[src/rtl/debouncer.sv]
// rtl/debouncer.sv - single-bit debouncer/glitch filter; optional 2-flop input synchroniser via DEBOUNCER_SYNC_EN
module debouncer #(
  parameter int unsigned LENGTH = 25
) (
  input  logic clk,
  input  logic rst,
  input  logic in,
  output logic out
);

  localparam int unsigned    CNT_W    = $clog2(LENGTH + 1);
  localparam logic [CNT_W-1:0] CNT_LAST = CNT_W'(LENGTH - 1);

  logic             s_in;
  logic             out_q;
  logic             out_d;
  logic [CNT_W-1:0] cnt_q;
  logic [CNT_W-1:0] cnt_d;

`ifdef DEBOUNCER_SYNC_EN
  (* ASYNC_REG = "TRUE" *) logic sync1_q;
  (* ASYNC_REG = "TRUE" *) logic sync2_q;

  // Two-stage synchroniser bringing the raw pin into the clk domain
  always_ff @(posedge clk or negedge rst) begin
    if (!rst) begin
      sync1_q <= 1'b0;
      sync2_q <= 1'b0;
    end else begin
      sync1_q <= in;
      sync2_q <= sync1_q;
    end
  end

  assign s_in = sync2_q;
`else
  // Input is already synchronous to clk; use it as-is
  assign s_in = in;
`endif

  // Count consecutive cycles of disagreement; flip out on the LENGTH-th one
  always_comb begin
    out_d = out_q;
    cnt_d = cnt_q;
    if (s_in == out_q) begin
      // Any return to the current level restarts the qualification window
      cnt_d = '0;
    end else if (cnt_q == CNT_LAST) begin
      out_d = s_in;
      cnt_d = '0;
    end else begin
      cnt_d = cnt_q + 1'b1;
    end
  end

  // Filter state: counter and registered output level
  always_ff @(posedge clk or negedge rst) begin
    if (!rst) begin
      out_q <= 1'b0;
      cnt_q <= '0;
    end else begin
      out_q <= out_d;
      cnt_q <= cnt_d;
    end
  end

  assign out = out_q;

endmodule

[config.mk]
export PLATFORM = sky130hd
export DESIGN_NAME = debouncer
export DESIGN_NICKNAME = d
export VERILOG_FILES = /design/src/rtl/debouncer.sv
export SDC_FILE = /design/constraint.sdc
export NUM_CORES = 1
export LEC_CHECK = 0
export CAP_MARGIN = 20
export CORE_AREA = 2 2 39 41
export DETAILED_ROUTE_END_ITERATION = 10
export DIE_AREA = 0 0 41 43
export GPL_ROUTABILITY_DRIVEN = 0
export PLACE_DENSITY = 0.5
export SETUP_SLACK_MARGIN = 0.2
export SLEW_MARGIN = 5
export SYNTH_ARGS = -nofsm -noshare
export SYNTH_HDL_FRONTEND = slang
export SYNTH_SLANG_ARGS = --single-unit
export TNS_END_PERCENT = 10
[constraint.sdc]
create_clock -name clk -period 2.1 [get_ports clk]
set_input_delay 0.42 -clock clk [delete_from_list [all_inputs] [get_ports clk]]
set_output_delay 0.42 -clock clk [all_outputs]
set_load 0.01 [all_outputs]
==> flow_summary.toml, run 1 <==
[clock_tree]
postCtsSetupRepairBufs = 0
clk_pin_slew_worst_paths_ns = 0.05
cts_buffers = 3
cts_tree = "built"
clock_path_buffers = 2
root_buffer = "clkbuf_4"
postCtsHoldBufs = 0
post_cts_resized = 0
cts_sinks = 6
clk-insertion-delay-late_ns = 0.24
cts_max_level = 1

[power]
finalPower_uw = 279.0
pwr-share-comb = 0.141
p_clk_frac = 0.367
p_sw_uw = 67.34
cellPowerDensity_mw_per_mm2 = 766.3
switching_share = 0.2414
seqPwrFrac = 0.493
p_int_uw = 211.6
power.leakage_nw = 0.1831
irDropWorstVdd_v = 0.0002780

[finish]
num_antenna_cells = 0
nFillCells = 141
nNetsFinal = 37
layout-drive-gt1-share = 0.1667
syn_to_final_growth_pct = 24.89

[grt]
antenna_found_initial = 0
grt_overflow = 0
grtUsageTotal = 0.07622
grt_max_degree = 7
first_global_vias = 213
grt_pass1_wl_um = 876

[timing]
maxSlewViolCount = 0
fin_setup_tns_ns = 0
rsz0062_at_grt = "no"
finalCritPeriodShare = 0.7516
setup_viol = 0
period_minus_slack_ns = 1.578
fmaxAchievable_mhz = 633.6
clock_skew_ns = 0.005164
tightest_slew_ns = 0.2725
maxSlewHeadroom = 0.8178
hold_viol_final = 0
fin_hold_ws_ns = 0.4199

[die]
io_pins = 4
core-area_mm2 = 0.001384
dieArea_mm2 = 0.001763
start_util = 0.2107
die_h_um = 43
rows = 14
die_w_um = 41

[worst_setup_path]
rrSetupSlack_ns = 0.90
path_delay_family = "buffers and inverters"
cp_slowest_cell = "clkdlybuf4s50_1"
max_stage_delay_ns = 0.55
path_class = "flip-flop to output port"
critPathArrivalTime_ns = 1.16
r2r_cells = 4
r2r-end = "out"
start_kind = "flip-flop"
worstReg2RegStart = "cnt_q[0]"
critPathBufInv = 1
crit_fanout = 3
crit_path_end_kind = "output port"
critPathRequiredTime_ns = 1.68
crit_chain = "clkdlybuf4s50_1"

[detailed_routing]
first_pass_iters = 3
drc = 0
wl_met2_um = 243
viasPerCell = 3.935
routed_wl_um = 455
first_iter_violations = 1
vias = 181
wl_per_cell_um = 9.891
wl_met3_um = 14
wl_met1_um = 198
antenna_left = 0
top_layer = "met3"

[synthesis]
synth_largest_area_cell = "dfrtp_1"
synth_compound_area_frac = 0
synth_top_family_by_area = "simple AND/OR/NAND/NOR gates"
synth_cell_types = 11
synth_area_um2 = 291.5
syn_inst = 24
synthAdderAreaFrac = 0.08584
ys_seq_area_frac = 0.5150
synth_top_area_frac = 0.5150
synth-xor-area-share = 0.1202
ys_warn_count = 0
synthTopCellsByArea = "dfrtp_1, xor2_1, ha_1, nand4b_4, mux2_4"
muxShareOfSynthArea = 0.05150
syn_nets = 29
yosys.area_share.simple = 0.2017
syn_avg_cell_area_um2 = 12.15
synth-seq-cells = 6

[status]
status = "finished clean"

[run]
cap_violations = 0

[min_path]
holdCritPathClass = "input pin to async pin"

[placement]
dpl.hpwl_um = 374.2
port_buffers = 3
-- metrics by stage --
| step | utilization | setup slack [ns] | std cells | instance area (um^2) |
|---|---|---|---|---|
| 2_1_floorplan | - | 0.9480 | 24 | 291.5 |
| 3_3_place_gp | 0.2468 | 0.6920 | 43 | 341.6 |
| 3_5_place_dp | 0.2468 | 0.6678 | 43 | 341.6 |
| 4_1_cts | 0.2631 | 0.5059 | 46 | 364.1 |
| 5_1_grt | 0.2631 | 0.4888 | 46 | 364.1 |
| 6_report | 0.2631 | 0.5217 | 46 | 364.1 |
-- synth_stat cells --
| cell | instances |
|---|---|
| and2_1 | 1 |
| dfrtp_1 | 6 |
| ha_1 | 2 |
| inv_1 | 2 |
| mux2_4 | 1 |
| nand2_1 | 1 |
| nand3_1 | 2 |
| nand4b_4 | 1 |
| nor2_1 | 4 |
| xnor2_1 | 1 |
| xor2_1 | 3 |
-- how the worst max path moves through the flow --
stage                        start        to  slack [ns]  depth (start not counted)
after floorplan           cnt_q[0]       out        0.95                          4
after global placement          in  cnt_q[4]        0.69                          4
after detailed placement        in  cnt_q[2]        0.67                          4
after CTS                      out       out        0.51                          1
after global routing           out       out        0.49                          1
final                          out       out        0.52                          1
-- state kept, by name, summed over array words and instances, names as in the netlist --
register  count
cnt_q         5
out           1
-- layer usage --
metal | GRT usage | vias to the layer above
met5 | 0 | -
met4 | 0.02000 | 0
met3 | 0.04712 | 0
met2 | 0.1094 | 3
met1 | 0.09365 | 90
li1 | - | 88
-- final cells by class --
type	instances	area, um^2	area share
Sequential cell	6	150.1	0.4124
Multi-Input combinational cell	16	133.9	0.3677
Timing Repair Buffer	3	30.03	0.08247
Clock buffer	3	22.52	0.06186
Tap cell	16	20.02	0.05498
Inverter	2	7.507	0.02062
-- cell families after synthesis --
kind of cell,count (synthesis)
XOR/XNOR,4
flip-flops,6
AND/OR/NAND/NOR,9
buffers and inverters,2
adder cells (fa/ha/maj),2
multiplexers,1
-- power by group through the flow --
stage / Clock (mW) / Sequential, mW / Combinational (mW)
floorplan: 0 / 0.137 / 0.0272
detailed placement: 0 / 0.139 / 0.0396
global route: 0.111 / 0.140 / 0.0451
CTS: 0.107 / 0.137 / 0.0402
global placement: 0 / 0.139 / 0.0394
finish: 0.102 / 0.137 / 0.0392
-- cell usage in the layout (no fill, tap or decap) --
cell type / instances
dfrtp_1: 6
nor2_1: 4
xor2_1: 3
clkbuf_4: 3
clkdlybuf4s50_1: 3
inv_1: 2
nand3_1: 2
ha_1: 2
nand4b_4: 1
nand2_1: 1
xnor2_1: 1
and2_1: 1
mux2_4: 1
(Power assumes the default switching activity.)
==> inputs of run 2 (changes only) <==
--- a/config.mk
+++ b/config.mk
@@ -10,7 +10,7 @@
 export DETAILED_ROUTE_END_ITERATION = 10
 export DIE_AREA = 0 0 41 43
 export GPL_ROUTABILITY_DRIVEN = 0
-export PLACE_DENSITY = 0.5
+export PLACE_DENSITY = 0.51
 export SETUP_SLACK_MARGIN = 0.2
 export SLEW_MARGIN = 5
 export SYNTH_ARGS = -nofsm -noshare
==> constraint.sdc (replaced) <==
create_clock -name clk -period 1.4 [get_ports clk]
set_input_delay 0.28 -clock clk [delete_from_list [all_inputs] [get_ports clk]]
set_output_delay 0.28 -clock clk [all_outputs]
set_load 0.01 [all_outputs]
==> flow_summary.toml, run 2 (synthesis gave the netlist of run 1 again) <==
[clock_tree]
cts_buffers = 3
clock_path_buffers = 2
cts_sinks = 6
clk-insertion-delay-late_ns = 0.25
cts_max_level = 1
cts_tree = "built"
postCtsHoldBufs = 0
root_buffer = "clkbuf_4"
clk_pin_slew_worst_paths_ns = 0.05

[power]
power.leakage_nw = 0.1976
cellPowerDensity_mw_per_mm2 = 1160
irDropWorstVdd_v = 0.0005862

[grt]
first_global_vias = 199
grt_pass1_wl_um = 883
grtUsageTotal = 0.08603
grt_overflow = 0
grt_max_degree = 7
antenna_found_initial = 0

[worst_setup_path]
crit_path_end_kind = "flip-flop"
worstReg2RegStart = "cnt_q[1]"
start_kind = "flip-flop"
path_class = "flip-flop to flip-flop"
critPathRequiredTime_ns = 1.54
rrSetupSlack_ns = 0.23
crit_fanout = 2
crit_start = "cnt_q[1]"
critPathArrivalTime_ns = 1.31

[die]
core-area_mm2 = 0.001384
io_pins = 4
die_h_um = 43
rows = 14
die_w_um = 41
start_util = 0.2107
dieArea_mm2 = 0.001763

[placement]
port_buffers = 3
dp_cells = 43
dpl.hpwl_um = 362.6

[finish]
final_common_cell = "dfrtp_1"
fin_cells = 49
layout-drive-gt1-share = 0.2727
mostFrequentLayoutCells = "dfrtp_1, nor2_1, xor2_1, clkbuf_4, buf_4"
nFillCells = 147
largest_reg_flops = 5
num_antenna_cells = 0
largest-register = "cnt_q"
nNetsFinal = 40
syn_to_final_growth_pct = 33.48

[detailed_routing]
drc = 0
antenna_left = 0
first_pass_iters = 1
viasPerCell = 3.816
vias = 187
routed_wl_um = 520
wl_per_cell_um = 10.61
first_iter_violations = 0

[timing]
hold_viol_final = 0
maxSlewHeadroom = 0.8074
rsz0062_at_grt = "yes"
clock_skew_ns = 0.009382
finalCritPeriodShare = 0.8364
fin_setup_tns_ns = 0
setup_viol = 0
maxSlewViolCount = 0
tightest_slew_ns = 0.2880
period_minus_slack_ns = 1.171
fmaxAchievable_mhz = 854.0

[run]
cap_violations = 0

[min_path]
holdCritPathClass = "input pin to async pin"

[status]
status = "finished clean"
-- run 2: changes by cell type in the layout (fill, tap and decap cells not counted), sizes merged --
cell / change
buf: +3
clkdlybuf4s15: +1
clkdlybuf4s50: -1
-- run 2: per-stage QoR --
step | hold slack (ns) | cell area [um^2] | setup slack (ns) | power (mW) | util
2_1_floorplan | -0.01559 | 291.5 | 0.2480 | 0.2458 | -
3_3_place_gp | 0.4793 | 341.6 | 0.1052 | 0.2669 | 0.2468
3_5_place_dp | 0.4757 | 341.6 | 0.08985 | 0.2698 | 0.2468
4_1_cts | 0.2719 | 381.6 | 0.1955 | 0.4524 | 0.2758
5_1_grt | 0.2694 | 389.1 | 0.1915 | 0.4874 | 0.2812
6_report | 0.2733 | 389.1 | 0.2291 | 0.4515 | 0.2812
-- run 2: power breakdown --
group	internal, mW	switching [mW]	leakage [nW]
logic	0.0470	0.0391	0.105
registers	0.189	0.0112	0.0789
clock network	0.0973	0.0675	0.0138
total	0.334	0.118	0.198
-- run 2: final timing paths --
check | end | cells past startpoint
worst max-delay path | out | 4
worst min-delay path | out | 1
worst max register to register | out | 4
worst min register to register | cnt_q[0] | 2
max in group asynchronous | cnt_q[2] | 1
min in group clk | cnt_q[0] | 2
-- run 2: cell type report --
class	count	area, um^2	area share
Timing Repair Buffer	6	52.55	0.1350
Clock buffer	3	22.52	0.05788
Multi-Input combinational cell	16	136.4	0.3505
Sequential cell	6	150.1	0.3859
Tap cell	16	20.02	0.05145
Inverter	2	7.507	0.01929
-- run 2: layer usage --
metal	global-route usage	part of all wire	vias to the layer above
li1	-	-	95
met1	0.08911	0.42	88
met2	0.1156	0.51	4
met3	0.09424	0.069	0
met4	0.02000	0	0
met5	0	0	-
-- run 2: worst max-delay path: stages (launching register included) --
cell,delay (ns)
dfrtp_1,0.37
inv_1,0.07
ha_2,0.18
nand4b_4,0.12
mux2_4,0.31
-- run 2: what timing repair did --
item | CTS | global route
resized for setup | 3 | 0
endpoints found under the setup margin | 2 | 3
hold endpoints to repair | 0 | 0
setup buffers | 2 | 1
==> inputs of run 3 (changes only) <==
--- a/config.mk
+++ b/config.mk
@@ -10,7 +10,7 @@
 export DETAILED_ROUTE_END_ITERATION = 10
 export DIE_AREA = 0 0 41 43
 export GPL_ROUTABILITY_DRIVEN = 0
-export PLACE_DENSITY = 0.51
+export PLACE_DENSITY = 0.5
 export SETUP_SLACK_MARGIN = 0.2
 export SLEW_MARGIN = 5
 export SYNTH_ARGS = -nofsm -noshare
==> constraint.sdc (replaced) <==
create_clock -name clk -period 1.15 [get_ports clk]
set_input_delay 0.23 -clock clk [delete_from_list [all_inputs] [get_ports clk]]
set_output_delay 0.23 -clock clk [all_outputs]
set_load 0.01 [all_outputs]
==> flow_summary.toml, run 3 (synthesis gave the netlist of run 1 again) <==
[worst_setup_path]
path_class = "flip-flop to flip-flop"
crit_fanout = 2
critPathRequiredTime_ns = 1.28
critPathArrivalTime_ns = 1.28
crit_path_end_kind = "flip-flop"
cp_slowest_cell = "dfrtp_1"
max_stage_delay_ns = 0.39
crit_chain = "inv_2 > ha_4 > nand4b_4 > mux2_4"
start_kind = "flip-flop"

[grt]
antenna_found_initial = 0
grt_overflow = 0
grt_pass1_wl_um = 993
grtUsageTotal = 0.09495
first_global_vias = 247
grt_max_degree = 7

[placement]
port_buffers = 3
pre_cts_slack_ns = -0.09176
dpl.hpwl_um = 429.6
dp_cells = 46
post_dp_cell_area_um2 = 366.6

[power]
switching_share = 0.2735
power.leakage_nw = 0.1996
p_sw_uw = 158.5
p_int_uw = 420.8
pwr-share-comb = 0.235
finalPower_uw = 579.3
p_clk_frac = 0.334
cellPowerDensity_mw_per_mm2 = 1370
irDropWorstVdd_v = 0.0005497
seqPwrFrac = 0.431

[timing]
setup_viol = 1
fmaxAchievable_mhz = 867.1
finalCritPeriodShare = 1.003
maxSlewHeadroom = 0.8241
clock_skew_ns = 0.006351
tightest_slew_ns = 0.2630
hold_viol_final = 0
fin_setup_tns_ns = -0.003306
fin_hold_ws_ns = 0.2162
period_minus_slack_ns = 1.153
rsz0062_at_grt = "yes"
setup_ws_ns = -0.003306
maxSlewViolCount = 0

[clock_tree]
root_buffer = "clkbuf_4"
cts_buffers = 3
cts_tree = "built"
clk_pin_slew_worst_paths_ns = 0.05
postCtsHoldBufs = 0
cts_max_level = 1
cts_sinks = 6
clock_path_buffers = 2
clk-insertion-delay-late_ns = 0.25
postCtsSetupRepairBufs = 0

[detailed_routing]
antenna_left = 0
first_pass_iters = 2
drc = 0
viasPerCell = 4.000
vias = 196
wl_per_cell_um = 12.43
first_iter_violations = 3
routed_wl_um = 609

[die]
io_pins = 4
start_util = 0.2107
rows = 14
die_h_um = 43
dieArea_mm2 = 0.001763
die_w_um = 41
core-area_mm2 = 0.001384

[finish]
mostFrequentLayoutCells = "dfrtp_1, nor2_1, clkbuf_4"
fin_cells = 49
final_util = 0.3056
nFillCells = 139
largest-register = "cnt_q"
syn_to_final_growth_pct = 45.06
nNetsFinal = 40
layout-drive-gt1-share = 0.4545
num_antenna_cells = 0
final_common_cell = "dfrtp_1"
design_area_um2 = 422.9
largest_reg_flops = 5

[status]
status = "complete, but fails checks"
violations = "setup timing"

[run]
cap_violations = 0

[min_path]
holdCritPathClass = "input pin to async pin"
## run 3: changes by cell type in the layout (fill, tap and decap cells not counted), sizes merged
| cell | delta |
|---|---|
| clkdlybuf4s15 | -1 |
| buf | +1 |
## run 3: area by class of cell
type,count,area (um^2),area share
inverters,2,7.507,0.01775
well taps,16,20.02,0.04734
multi-input cells,16,171.4,0.4053
repair buffers,6,51.30,0.1213
flip-flops and latches,6,150.1,0.3550
clock buffers,3,22.52,0.05325
## run 3: power groups by stage
stage | sequential (mW) | clock [mW] | combinational (mW)
after floorplan | 0.250 | 0 | 0.0516
after CTS | 0.245 | 0.199 | 0.110
after global routing | 0.251 | 0.215 | 0.155
final | 0.250 | 0.194 | 0.136
after global placement | 0.245 | 0 | 0.0995
after detailed placement | 0.248 | 0 | 0.108
## run 3: worst paths after layout
path	slack, ns	from	end	cells past startpoint
setup / recovery	-0.003	cnt_q[1]	out	4
hold / removal	0.22	rst	cnt_q[1]	1
setup reg to reg	-0.003	cnt_q[1]	out	4
hold reg to reg	0.59	cnt_q[0]	cnt_q[0]	2
max in group asynchronous	0.72	rst	cnt_q[3]	1
min in group clk	0.59	cnt_q[0]	cnt_q[0]	2
## run 3: routing by layer
layer  track usage  up-vias  part of all wire  wire (um)
met4       0.06000        0             0.015          9
met1       0.08197       96              0.36        221
met2        0.1406        4              0.56        341
met5             0        -                 0          0
met3       0.07853        2             0.061         37
li1              -       94                 -          -
## run 3: worst max-delay path: cells and delay by family (launching register included)
family	cells	cell delay, ns
DFF	1	0.39
muxes	1	0.32
adders and majority gates	1	0.14
and+or+nand+nor	1	0.11
buffers and inverters	1	0.08
## run 3: timing repair
item | CTS | global route
gates resized for setup | 6 | 6
pin swaps | 1 | 2
endpoints found under the hold margin | 0 | 0
setup endpoints to repair | 7 | 7
